$ cat src/rtl/quad_pkg.sv
// Shared definitions for the quadrature decoder.
//   state_t       : decoder FSM states (WARMUP, RUN)
//   PH_*          : the four {a,b} phase codes
//   WARMUP_CYCLES : cycles after reset release before detection starts
//   next_up()     : phase that follows a given phase in the up direction
package quad_pkg;

  typedef enum logic {WARMUP, RUN} state_t;

  localparam logic [1:0] PH_00 = 2'b00;
  localparam logic [1:0] PH_10 = 2'b10;
  localparam logic [1:0] PH_11 = 2'b11;
  localparam logic [1:0] PH_01 = 2'b01;

  localparam int WARMUP_CYCLES = 3;
  localparam int COUNT_W       = 4;

  // Up order is 00 -> 10 -> 11 -> 01 -> 00; down is the reverse, so a move
  // prev -> cur is "down" exactly when next_up(cur) == prev.
  function automatic logic [1:0] next_up(input logic [1:0] ph);
    logic [1:0] nxt;
    case (ph)
      PH_00:   nxt = PH_10;
      PH_10:   nxt = PH_11;
      PH_11:   nxt = PH_01;
      default: nxt = PH_00;
    endcase
    return nxt;
  endfunction

endpackage

$ cat src/rtl/sync_2ff.sv
// One-bit two-flop synchronizer with synchronous active-high reset.
//   clk   : destination clock
//   reset : synchronous reset, clears both flops
//   d     : asynchronous input
//   q     : synchronized output (two clk edges of latency)
module sync_2ff (
  input  logic clk,
  input  logic reset,
  input  logic d,
  output logic q
);

  logic meta_p0;

  always_ff @(posedge clk) begin
    if (reset) begin
      meta_p0 <= 1'b0;
      q       <= 1'b0;
    end else begin
      meta_p0 <= d;
      q       <= meta_p0;
    end
  end

endmodule

$ cat src/rtl/quad_decoder.sv
// Quadrature encoder decoder with position counter.
//   clk, reset : clock and synchronous active-high reset
//   ena        : 1 = decoded steps move count / raise error
//   quad_a/b   : asynchronous encoder channels
//   set        : load count from set_value at the next edge
//   set_value  : value loaded by set
//   clear_err  : clears the sticky error flag
//   step       : one-cycle pulse per valid transition (ena=1)
//   up_down    : direction of the last valid transition, 1 = up
//   count      : position counter, wraps modulo 16
//   error      : sticky flag for two-bit (illegal) phase jumps
module quad_decoder
  import quad_pkg::*;
(
  input  logic               clk,
  input  logic               reset,
  input  logic               ena,
  input  logic               quad_a,
  input  logic               quad_b,
  input  logic               set,
  input  logic [COUNT_W-1:0] set_value,
  input  logic               clear_err,
  output logic               step,
  output logic               up_down,
  output logic [COUNT_W-1:0] count,
  output logic               error
);

  logic       a_p1;
  logic       b_p1;
  logic [1:0] phase_p1;
  logic [1:0] prev_p2;
  logic [1:0] wcnt;
  state_t     state;
  logic       is_up;
  logic       is_dn;
  logic       is_ill;
  logic       moved;

  sync_2ff u_sync_a (.clk(clk), .reset(reset), .d(quad_a), .q(a_p1));
  sync_2ff u_sync_b (.clk(clk), .reset(reset), .d(quad_b), .q(b_p1));

  // Synchronized phase vs. phase seen on the previous cycle
  assign phase_p1 = {a_p1, b_p1};

  always_comb begin
    is_up  = (phase_p1 == next_up(prev_p2));
    is_dn  = (prev_p2 == next_up(phase_p1));
    is_ill = (phase_p1 != prev_p2) && !is_up && !is_dn;
    moved  = (state == RUN) && (is_up || is_dn);
  end

  // Registered decode results
  always_ff @(posedge clk) begin
    if (reset) begin
      prev_p2 <= 2'b00;
      wcnt    <= 2'd0;
      state   <= WARMUP;
      step    <= 1'b0;
      up_down <= 1'b0;
      count   <= '0;
      error   <= 1'b0;
    end else begin
      // Tracking continues through warmup and with ena=0 so that the first
      // detected transition is always relative to a real pin history.
      prev_p2 <= phase_p1;
      step    <= moved && ena;

      if (state == WARMUP) begin
        if (wcnt == 2'(WARMUP_CYCLES - 1)) state <= RUN;
        else                               wcnt  <= wcnt + 2'd1;
      end

      if (moved) up_down <= is_up;

      if (set)
        count <= set_value;
      else if (moved && ena)
        count <= is_up ? count + 4'd1 : count - 4'd1;

      // A same-cycle illegal jump beats clear_err.
      if ((state == RUN) && ena && is_ill) error <= 1'b1;
      else if (clear_err)                  error <= 1'b0;
    end
  end

endmodule

$ cat config.mk
export PLATFORM = sky130hd
export DESIGN_NAME = quad_decoder
export DESIGN_NICKNAME = d
export VERILOG_FILES = /design/src/rtl/quad_pkg.sv /design/src/rtl/sync_2ff.sv /design/src/rtl/quad_decoder.sv
export SDC_FILE = /design/constraint.sdc
export NUM_CORES = 1
export LEC_CHECK = 0
export BUFFER_PORTS_ARGS = -buffer_cell sky130_fd_sc_hd__clkbuf_2
export CAP_MARGIN = 20
export CORE_ASPECT_RATIO = 0.5
export CORE_MARGIN = 1.5
export CORE_UTILIZATION = 25
export DETAILED_ROUTE_END_ITERATION = 8
export GPL_ROUTABILITY_DRIVEN = 1
export GPL_TIMING_DRIVEN = 1
export PLACE_DENSITY_LB_ADDON = 0.1
export SETUP_SLACK_MARGIN = 0.15
export SYNTH_ARGS = -nofsm -noshare
export SYNTH_HDL_FRONTEND = slang
export SYNTH_SLANG_ARGS = --single-unit
$ cat constraint.sdc
create_clock -name clk -period 2.84 [get_ports clk]
set_input_delay 0.426 -clock clk [delete_from_list [all_inputs] [get_ports clk]]
set_output_delay 0.426 -clock clk [all_outputs]
set_load 0.1 [all_outputs]
-- After elaboration in Yosys (flattened, before gate mapping)
Index checks and enable logic that the tools add are counted.
- output and inout port bits: 7
- register bits after elaboration: 16
- bits of input ports: 11
- logic and storage cells: 47
- mux-type cells: 9
- reductions and logical operators: 14
- $add $sub $neg: 3
- bitwise gates (word level): 2
- equality and inequality tests: 8
- operator list (kind ; count):
    4-bit 2-to-1 mux ; 3
    2-bit one-hot mux with 3 select lines ; 2
    2-bit == test, second input constant ; 5
    1-bit logical AND ; 6
    4-bit by 1-bit adder with 4-bit output, second input constant ; 1
    2-bit == test ; 2
    2-bit logical NOT ; 2
    1-bit 2-to-1 mux ; 4
    2-bit nonzero test ; 2
    4-bit by 1-bit subtractor with 4-bit output, second input constant ; 1
    2-bit by 1-bit adder with 2-bit output, second input constant ; 1
    1-bit logical NOT ; 2
    2-bit inequality test ; 1
    1-bit NOT ; 2
    2-bit AND reduction ; 1
    1-bit logical OR ; 1

-- Longest topological paths before layout
Gate-level depths: netlist of the first run.
- word-level depth: 8
- mapped depth: 7
- depth with buffers taken out: 7

-- Modules after synthesis
Synthesis of the first run repeated with hierarchy kept, for this count alone.
- cell total of the unflattened synthesis: 77
- area, all modules: 744.5 µm²
- modules (own cells, without submodules) (module ; seq. area each (µm²) ; times used ; area each (µm²) ; cells each):
    quad_decoder ; 240.2 ; 1 ; 639.4 ; 69
    sync_2ff ; 40.0 ; 2 ; 52.6 ; 4

-- Worst setup path before layout of the first run
Ideal clock, no wire load.
- path type: flip-flop to flip-flop
- start point: register count[2]
- end point: register count[3]
- setup time: 103 ps
- arrival time: 2180 ps
- clock period less this slack: 2284 ps
- path slack: 556 ps
- required time: 2737 ps
- cell stages (with the launch flop): 6
- cells stage by stage: dfxtp_1 -> ha_1 -> a21oi_1 -> a211oi_1 -> o2111a_1 -> a2111oi_2
- cells in the longest elaborated chain, start to end: 4
- elaborated cells on any way between the ends: 5
- those cells by class: 2 x add/sub; 3 x mux
- RTL lines (what ; line ; text):
    from (decl) ; quad_decoder.sv:25 ; output logic [COUNT_W-1:0] count,
    from (signal assigned) ; quad_decoder.sv:77 ; count <= set_value;
    from (signal assigned) ; quad_decoder.sv:79 ; count <= is_up ? count + 4'd1 : count - 4'd1;
    4-bit by 1-bit subtractor with 4-bit output or 4-bit by 1-bit adder with 4-bit output (tied branches) ; quad_decoder.sv:79 ;
    4-bit 2-to-1 mux * ; quad_decoder.sv:79 ;
    4-bit 2-to-1 mux * ; quad_decoder.sv:78 ; else if (moved && ena)
    4-bit 2-to-1 mux * ; quad_decoder.sv:76 ; if (set)
Every way passes the cells marked *; elsewhere a longest branch is shown, timed or not. The select of a mux whose other input is x is not followed.
A chain may end at the register's enable or synchronous reset.

-- Worst setup path in the final report of the first run
- start point: register u_sync_a.q
- end point: register count[3]
- cells in the longest elaborated chain, start to end: 7
- elaborated cells on any way between the ends: 13
- those cells by class: 4 x eq/ne; 4 x mux; 5 x reduce/logical
- RTL lines (what ; line ; text):
    from (decl) ; sync_2ff.sv:10 ; output logic q
    from (signal assigned) ; sync_2ff.sv:21 ; q <= meta_p0;
    2-bit == test or 2-bit logical NOT (tied branches) ; quad_pkg.sv:22 ; case (ph)
    2-bit one-hot mux with 3 select lines ; quad_pkg.sv:22 ;
    2-bit == test ; quad_decoder.sv:48 ; is_dn = (prev_p2 == next_up(phase_p1));
    1-bit logical OR ; quad_decoder.sv:50 ; moved = (state == RUN) && (is_up || is_dn);
    1-bit logical AND ; quad_decoder.sv:50 ;
    1-bit logical AND ; quad_decoder.sv:78 ;
    2-bit nonzero test (no source line) ; n/a ;
Several ways; a longest one is shown, not always the timed one. The select of a mux whose other input is x is not followed.

==> qor.csv, run 1 <==
metric;value;unit
status;finished clean;
Placed Instance Area;881;um^2
initial antenna violation count;0;
clk buf depth;2;
Yosys warning total;0;
Synth Register Bits;16;
Num CTS Buffers;3;
Combinational Power Share;0.272;
switch share;0.336;
fin nets;113;
Remaining Overflow, GRT;0;
met2 wire len;697;um
DR vias/cell;4.42;
die height;41.8;um
wire per inst;11.2;um
highest metal used;met4;
# diodes;0;
Gate Count Post-Synth;77;
number of hold buffers added after cts;0;
routability congestion estimate;0.730;
Worst-Skew Late Latency;0.25;ns
share of power burned in registers;0.417;
DIE AREA;0.00337;mm^2
post-layout min period;2.30;ns
core box area;0.00273;mm^2
TritonCTS clock tree;yes;
# IOs;18;
Worst setup EP type;flop;
dpl ws;0.576;ns
slowest cell on the critical path;dfxtp_1;
Iteration-0 DRC Markers;20;
net switching power;0.219;mW
drt total wl;1.50;mm
hpwl dp;1.13;mm
final setup violation count;0;
DR pass1 iterations;4;
Fin Setup TNS;0;ns
Worst slew margin;0.639;
clock power share;0.311;
Slew Viols, Final;0;
post-synthesis cell type count;26;
Seq/Total Area, Yosys;0.425;
fill count;298;
Max Clk Rate;0.435;GHz
Initial Util;0.276;
RSZ-0062 raised after global routing;no;
Worst Tran Pin Value;0.544;ns
vias in the first global route;601;
design area;936;um^2
All-Layer GR Usage;0.102;
Die X;80.6;um
crit path DAT;2.45;ns
largest net degree at the start of global routing;18;
CP delay by family, top;compound AO/OA/AOI/OAI gates;
footprint of the multi-input gates;418;um^2
Buffers on Ports;17;
Remaining DRCs;0;
share of cells above drive strength 1;0.247;
post-route setup slack;0.542;ns
WL met1;681;um
post-CTS resize count;0;
H-tree depth;1;
CTS Sinks;16;
Layout area overhead;24.3;%
peak supply drop;168;uV
leading area contributor after synthesis;dfxtp_1;
Reg area;320;um^2
Clock transition at path regs;0.06;ns
top cell type's share of synthesized area;0.425;
max-cap violations;0;
crit path kind;reg -> reg;
Pwr Density;698;mW/mm^2
Int Pwr;0.434;mW
Max Clock Skew;0.00198;ns
CTS root buf;clkbuf_8;
cell leakage power;0.405;nW
Post-Syn Area;753;um^2
CP Launch Type;flop;
first-pass GRT wire length;2.57;mm
Synth area leaders;dfxtp_1, nor2b_1, xor2_1;
syn avg cell area;9.78;um^2
worst path cell trace;xor2_1, nand2_1, ha_1, a21oi_1, a211oi_1, o2111a_1, a2111oi_2;
buffer and inverter count on the worst path;0;
fin cells;134;
Hold Vio Cnt, Final;0;
met3 wire len;106;um
Crit Path Max Fanout;4;
commonest non-fill, non-tap cell in the layout;clkbuf_2;
Final Cycle Share;0.809;
FP Rows;13;
max incr delay on CP;0.43;ns
Synthesized Nets;92;
most frequent cells in the layout;clkbuf_2, dfxtp_1, nor2_1;
Post-DRT Antenna Nets;0;
via count;592;
Placed Cells;130;
min-delay worst type;in -> reg;
WP data required;2.99;ns
Post CTS Setup Buffer Count;0;
==> sequential cells by signal (all words and copies together) (netlist names) <==
signal and count:
u_sync_b.q 1, state 1, count 4, u_sync_a.q 1, u_sync_b.meta_p0 1, wcnt 2
u_sync_a.meta_p0 1, step 1, error 1, prev_p2 2, up_down 1
==> power by group through the flow <==
stage / logic (mW) / registers (mW) / clock network [mW]
after CTS: 0.180 / 0.273 / 0.212
after floorplan: 0.0930 / 0.327 / 0
after global routing: 0.200 / 0.277 / 0.221
after detailed placement: 0.179 / 0.278 / 0
after global placement: 0.175 / 0.276 / 0
final: 0.178 / 0.272 / 0.203
==> through the flow <==
| stage | util | hold slack, ns | total power [mW] |
|---|---|---|---|
| 2_1_floorplan | - | 0.414 | 0.420 |
| 3_3_place_gp | 0.322 | 0.417 | 0.451 |
| 3_5_place_dp | 0.322 | 0.431 | 0.456 |
| 4_1_cts | 0.342 | 0.389 | 0.665 |
| 5_1_grt | 0.342 | 0.401 | 0.698 |
| 6_report | 0.342 | 0.389 | 0.653 |
==> Yosys cell counts, drive strengths merged <==
cell type  instances
a311oi             2
a21oi              4
ha                 3
xor2               5
clkbuf             1
or3                1
a2111oi            1
o2111a             1
nand2b             1
nor2b              7
nor3               2
nand3              3
o211ai             1
fa                 1
nor2               9
xnor2              5
o21ai              2
a2bb2oi            1
nand2              3
a211oi             2
o41ai              1
inv                3
dfxtp             16
nand3b             1
o211a              1
==> final timing paths <==
| check | start | depth (start not counted) | slack (ns) | to |
|---|---|---|---|---|
| hold / removal | quad_b | 2 | 0.39 | u_sync_b.meta_p0$_SDFF_PP0_ |
| hold reg to reg | u_sync_b.meta_p0$_SDFF_PP0_ | 1 | 0.44 | u_sync_b.q$_SDFF_PP0_ |
| setup / recovery | u_sync_a.q$_SDFF_PP0_ | 7 | 0.54 | count[3]$_SDFFE_PP0P_ |
| setup reg to reg | u_sync_a.q$_SDFF_PP0_ | 7 | 0.54 | count[3]$_SDFFE_PP0P_ |
==> cells by family after synthesis <==
group	Yosys count	synth area share
AND/OR/NAND/NOR	27	0.178
AO/OA/AOI/OAI	16	0.164
flip-flops	16	0.425
XOR/XNOR	10	0.136
buffers and inverters	4	0.0199
adder cells (fa/ha/maj)	4	0.0764
==> worst reg2reg max path, stage by stage, from the launching register on <==
cell       delay [ns]
dfxtp_1          0.43
xor2_1           0.31
nand2_1          0.18
ha_1             0.36
a21oi_1          0.22
a211oi_1         0.12
o2111a_1         0.27
a2111oi_2        0.32
==> routing by layer <==
| layer | up-vias | global-route usage |
|---|---|---|
| met5 | - | 0 |
| met4 | 0 | 0.0414 |
| met3 | 2 | 0.0462 |
| met2 | 15 | 0.168 |
| met1 | 266 | 0.116 |
| li1 | 309 | - |
==> area by class of cell <==
cell class / instances / area share
multi-input cells: 57 / 0.447
flip-flops and latches: 16 / 0.342
repair buffers: 17 / 0.0909
clock buffers: 4 / 0.0588
well taps: 37 / 0.0495
inverters: 3 / 0.0120
Power figures use the tool's default switching activity.
==> run 2: changes to the inputs <==
Clock period 2.84 ns to 2.4 ns, I/O delays scaled along.
==> run 2 against run 1 <==
  * Clock skew rose by 0.0049 ns
  * Global-route usage rose by 0.23 points
  * Via count rose by 3.4%
==> qor.csv, run 2 (same netlist as run 1, synthesis figures left out) <==
metric;value;unit;change
status;finished clean;;
crit path DAT;2.27;ns;-0.18 ns
switch share;0.337;;+0.000831
TritonCTS clock tree;yes;;
CTS root buf;clkbuf_8;;
Remaining DRCs;0;;unchanged
RSZ-0062 raised after global routing;no;;
Remaining Overflow, GRT;0;;unchanged
Worst-Skew Late Latency;0.25;ns;about the same
die height;41.8;um;unchanged
CP Launch Type;flop;;
Hold Vio Cnt, Final;0;;unchanged
Buffers on Ports;17;;unchanged
Initial Util;0.276;;unchanged
core box area;0.00273;mm^2;unchanged
min-delay worst type;in -> reg;;
cell leakage power;0.412;nW;+1.7%
most frequent cells in the layout;clkbuf_2, dfxtp_1, nor2_1;;
max-cap violations;0;;unchanged
number of hold buffers added after cts;0;;unchanged
DIE AREA;0.00337;mm^2;unchanged
clock power share;0.309;;-0.002
via count;612;;+3.4%
Worst Tran Pin Value;0.543;ns;-0.000369 ns
FP Rows;13;;unchanged
hpwl dp;1.15;mm;+1.4%
Layout area overhead;26.6;%;
largest net degree at the start of global routing;18;;unchanged
fill count;292;;-2.0%
Int Pwr;0.516;mW;+19%
Worst setup EP type;flop;;
post-layout min period;2.11;ns;-0.189 ns
DR vias/cell;4.53;;+2.6%
H-tree depth;1;;unchanged
Max Clock Skew;0.00686;ns;+0.00487 ns
drt total wl;1.53;mm;+2.5%
clk buf depth;2;;unchanged
WP data required;2.56;ns;-0.43 ns
Reg with most FFs;count;;
Worst slew margin;0.639;;about the same
Crit Path Max Fanout;4;;unchanged
first-pass GRT wire length;2.55;mm;-0.78%
final hold slack;0.320;ns;-0.0692 ns
fin nets;114;;+0.88%
net switching power;0.262;mW;+19%
Max Clk Rate;0.474;GHz;+9.0%
Clock transition at path regs;0.07;ns;about the same
DR pass1 iterations;4;;unchanged
initial antenna violation count;0;;unchanged
slowest cell on the critical path;dfxtp_1;;
Post CTS Setup Buffer Count;0;;unchanged
Post-DRT Antenna Nets;0;;unchanged
Largest regs;count x4, prev_p2 x2, wcnt x2;;
Fin Setup TNS;0;ns;unchanged
Slew Viols, Final;0;;unchanged
Pwr Density;815;mW/mm^2;+17%
crit path kind;reg -> reg;;
share of power burned in registers;0.416;;about the same
routability congestion estimate;0.727;;-0.37%
CTS Sinks;16;;unchanged
wire per inst;11.4;um;+1.7%
All-Layer GR Usage;0.105;;+0.00227
max reg flops;4;;unchanged
Final Cycle Share;0.879;;+0.0696
commonest non-fill, non-tap cell in the layout;clkbuf_2;;
# IOs;18;;unchanged
# diodes;0;;unchanged
max incr delay on CP;0.43;ns;about the same
Combinational Power Share;0.275;;+0.003
worst path cell trace;xor2_1, nand2_1, ha_1, a21oi_2, a211oi_2, o2111a_1, a2111oi_2;;
post-CTS resize count;0;;unchanged
Num CTS Buffers;3;;unchanged
peak supply drop;218;uV;+30%
Iteration-0 DRC Markers;12;;-40%
share of cells above drive strength 1;0.286;;+0.0383
final setup violation count;0;;unchanged
Die X;80.6;um;unchanged
vias in the first global route;563;;-6.3%
run 2: cell types whose count changed in the layout (fill, tap and decap cells not counted):
cell and delta:
a211oi_1 -1, a211oi_2 +1, a21oi_1 -1, a21oi_2 +1, buf_4 +1, dfxtp_1 -1
dfxtp_2 +1
run 2: path summary, 6_finish.rpt:
| kind | endpoint | slack [ns] | depth (start not counted) | from |
|---|---|---|---|---|
| max | count[3]$_SDFFE_PP0P_ | 0.29 | 7 | u_sync_a.q$_SDFF_PP0_ |
| min | u_sync_a.meta_p0$_SDFF_PP0_ | 0.32 | 2 | quad_a |
| max reg2reg | count[3]$_SDFFE_PP0P_ | 0.29 | 7 | u_sync_a.q$_SDFF_PP0_ |
| min reg2reg | u_sync_a.q$_SDFF_PP0_ | 0.44 | 1 | u_sync_a.meta_p0$_SDFF_PP0_ |
run 2: critical path: cells and delay by family (launching register included):
family / cells / cell delay [ns]
AND/OR/NAND/NOR: 1 / 0.14
adder cells (fa/ha/maj): 1 / 0.35
XOR/XNOR: 1 / 0.21
AO/OA/AOI/OAI: 4 / 0.89
flip-flops: 1 / 0.43
run 2: per-layer routing:
layer,vias up,global-route usage,share of wire
li1,312,-,-
met1,279,0.114,0.44
met2,16,0.163,0.48
met3,5,0.0527,0.066
met4,0,0.0621,0.014
met5,-,0,0
run 2: stage by stage:
| step | util | total power [mW] | instance area, um^2 | setup slack, ns | cells |
|---|---|---|---|---|---|
| floorplan | - | 0.497 | 754 | 0.197 | 77 |
| global placement | 0.326 | 0.535 | 890 | 0.342 | 131 |
| detailed placement | 0.326 | 0.541 | 890 | 0.281 | 131 |
| CTS | 0.346 | 0.785 | 945 | 0.270 | 135 |
| global route | 0.349 | 0.833 | 953 | 0.136 | 135 |
| finish | 0.349 | 0.777 | 953 | 0.291 | 135 |
run 2: cell type report:
type / count / area (um^2) / area share
Tap cell: 37 / 46.3 / 0.0486
Sequential cell: 16 / 322 / 0.337
Clock buffer: 4 / 55.1 / 0.0577
Inverter: 3 / 11.3 / 0.0118
Multi-Input combinational cell: 57 / 427 / 0.448
Timing Repair Buffer: 18 / 92.6 / 0.0971
run 2: power by group through the flow:
stage                     clock [mW]  sequential, mW  combinational, mW
after floorplan                    0           0.387              0.110
after global placement             0           0.327              0.207
after detailed placement           0           0.330              0.211
after CTS                      0.248           0.324              0.213
after global routing           0.260           0.330              0.243
final                          0.240           0.323              0.214
==> run 3: changes to the inputs <==
Settings changed: CORE_ASPECT_RATIO 0.5 to not set.
==> run 3 against run 2 <==
  * The run now ends with DRC left
  * Wire length shrank 5.3%
  * Sequential share of layout area rose by 0.53 points
  * Critical endpoint unchanged
  * Non-clock buffer count unchanged
  * Critical path type unchanged
  * Utilization down 1.0 points
  * Via count shrank 0.49%
  * Global-route usage is 0.53 points lower
  * Clock-buffer cell count is the same
  * Setup slack better by 0.057 ns
==> qor.csv, run 3 (same netlist as run 1, synthesis figures left out) <==
metric;value;unit;change
status;complete, but fails checks;;
failing checks;DRC;;
cell leakage power;0.407;nW;-1.3%
clk buf depth;2;;unchanged
Clock transition at path regs;0.11;ns;+0.04 ns
fill count;306;;+4.8%
flop2flop setup slack;0.35;ns;+0.06 ns
Max Clk Rate;0.487;GHz;+2.8%
R2R depth;7;;unchanged
Worst-Skew Late Latency;0.30;ns;+0.05 ns
Buffers on Ports;17;;unchanged
Iteration-0 DRC Markers;18;;+6
Remaining DRCs;2;;+2
Layout area overhead;26.1;%;
crit path DAT;2.26;ns;about the same
H-tree depth;1;;unchanged
Worst setup EP type;flop;;
fin cells;129;;-4.4%
DR pass1 iterations;5;;+1
Die X;57.9;um;-28%
# IOs;18;;unchanged
CTS root buf;clkbuf_4;;
DIE AREA;0.00335;mm^2;-0.60%
via count;609;;-0.49%
Critical Path End;count[3]$_SDFFE_PP0P_;;
max incr delay on CP;0.45;ns;+0.02 ns
net switching power;0.265;mW;+1.3%
commonest non-fill, non-tap cell in the layout;clkbuf_2;;
DR vias/cell;4.72;;+4.1%
final setup violation count;0;;unchanged
switch share;0.365;;+0.0280
# diodes;0;;unchanged
TritonCTS clock tree;yes;;
share of cells above drive strength 1;0.306;;+0.0204
fin nets;114;;unchanged
Post CTS Setup Buffer Count;0;;unchanged
wire per inst;11.3;um;-0.94%
All-Layer GR Usage;0.0993;;-0.00533
vias in the first global route;574;;+2.0%
CP Launch Type;flop;;
hpwl dp;1.09;mm;-4.8%
FP Rows;19;;+6
initial antenna violation count;0;;unchanged
routability congestion estimate;0.652;;-10%
Crit Path Max Fanout;4;;unchanged
die height;57.9;um;+38%
largest net degree at the start of global routing;18;;unchanged
Int Pwr;0.462;mW;-10%
R2R Path End;count[3]$_SDFFE_PP0P_;;
Worst Tran Pin Value;0.539;ns;-0.00411 ns
Num CTS Buffers;3;;unchanged
Pwr Density;766;mW/mm^2;-6.1%
min-delay worst type;in -> reg;;
core box area;0.00281;mm^2;+2.7%
peak supply drop;401;uV;+84%
Post-DRT Antenna Nets;0;;unchanged
Max Clock Skew;0.0108;ns;+0.00397 ns
Remaining Overflow, GRT;0;;unchanged
post-layout min period;2.05;ns;-0.0565 ns
max reg flops;4;;unchanged
Fin Setup TNS;0;ns;unchanged
share of power burned in registers;0.443;;+0.027
Combinational Power Share;0.294;;+0.019
Placed Cells;125;;-4.6%
Hold Vio Cnt, Final;0;;unchanged
drt total wl;1.45;mm;-5.3%
dpl ws;0.149;ns;-0.131 ns
crit path kind;reg -> reg;;
most frequent cells in the layout;clkbuf_2, dfxtp_1, nor2_1;;
first-pass GRT wire length;2.50;mm;-1.9%
slowest cell on the critical path;dfxtp_1;;
clock power share;0.264;;-0.045
CP Launch Point;u_sync_b.q$_SDFF_PP0_;;
CTS Sinks;16;;unchanged
Worst slew margin;0.642;;+0.00273
WP data required;2.61;ns;+0.05 ns
RSZ-0062 raised after global routing;no;;
Reg with most FFs;count;;
max-cap violations;0;;unchanged
Initial Util;0.269;;-0.00713
worst path cell trace;xnor2_2, nand2_1, ha_1, nand3_1, o211a_1, o2111a_1, a2111oi_2;;
post-route setup slack;0.347;ns;+0.0565 ns
Largest regs;count x4, prev_p2 x2, wcnt x2;;
FF-to-FF Start;u_sync_b.q$_SDFF_PP0_;;
Slew Viols, Final;0;;unchanged
Final Cycle Share;0.855;;-0.0235
-- run 3: timing repair --
| action | CTS | global route |
|---|---|---|
| hold buffers | 0 | 0 |
| endpoints found under the setup margin | 1 | 1 |
| resized for setup | 1 | 5 |
| pin swaps | 0 | 1 |
-- run 3: routing by layer --
layer | vias up | part of all wire | routed length (um) | track usage
met4 | 0 | 0.020 | 29 | 0.0498
met2 | 13 | 0.50 | 731 | 0.177
met1 | 280 | 0.42 | 605 | 0.102
li1 | 312 | - | - | -
met5 | - | 0 | 0 | 0
met3 | 4 | 0.059 | 85 | 0.0357
-- run 3: area by class of cell --
class | instances | area, um^2 | area share
multi-input cells | 57 | 445 | 0.469
flip-flops and latches | 16 | 325 | 0.343
repair buffers | 18 | 92.6 | 0.0975
well taps | 31 | 38.8 | 0.0408
clock buffers | 4 | 36.3 | 0.0382
inverters | 3 | 11.3 | 0.0119
-- run 3: power groups by stage --
stage | clock network, mW | logic (mW) | registers (mW)
after floorplan | 0 | 0.110 | 0.387
after global placement | 0 | 0.211 | 0.328
after detailed placement | 0 | 0.211 | 0.329
after CTS | 0.203 | 0.213 | 0.323
after global routing | 0.209 | 0.237 | 0.327
final | 0.192 | 0.214 | 0.322
-- run 3: how the worst min path moves through the flow --
stage	slack, ns	end	startpoint	cells past startpoint
2_1_floorplan	0.41	u_sync_a.q$_SDFF_PP0_	u_sync_a.meta_p0$_SDFF_PP0_	1
4_1_cts	0.26	u_sync_b.meta_p0$_SDFF_PP0_	quad_b	2
5_1_grt	0.25	u_sync_b.meta_p0$_SDFF_PP0_	quad_b	2
3_3_place_gp	0.42	u_sync_b.q$_SDFF_PP0_	u_sync_b.meta_p0$_SDFF_PP0_	1
6_report	0.27	u_sync_b.meta_p0$_SDFF_PP0_	quad_b	2
3_5_place_dp	0.43	u_sync_a.q$_SDFF_PP0_	u_sync_a.meta_p0$_SDFF_PP0_	1
-- run 3: worst max-delay path, delay by kind of cell, from the launching register on --
| family | cells | cell delay (ns) |
|---|---|---|
| AND/OR/NAND/NOR | 2 | 0.26 |
| XOR/XNOR | 1 | 0.17 |
| adder cells (fa/ha/maj) | 1 | 0.36 |
| flip-flops | 1 | 0.45 |
| AO/OA/AOI/OAI | 3 | 0.72 |
-- run 3: metrics by stage --
step                      power [mW]   util  instance area, um^2  hold WS, ns
after global routing           0.773  0.339                  950        0.255
final                          0.727  0.339                  950        0.271
after global placement         0.539  0.314                  882        0.418
after CTS                      0.739  0.330                  926        0.260
after detailed placement       0.540  0.314                  882        0.428
after floorplan                0.497      -                  754        0.414
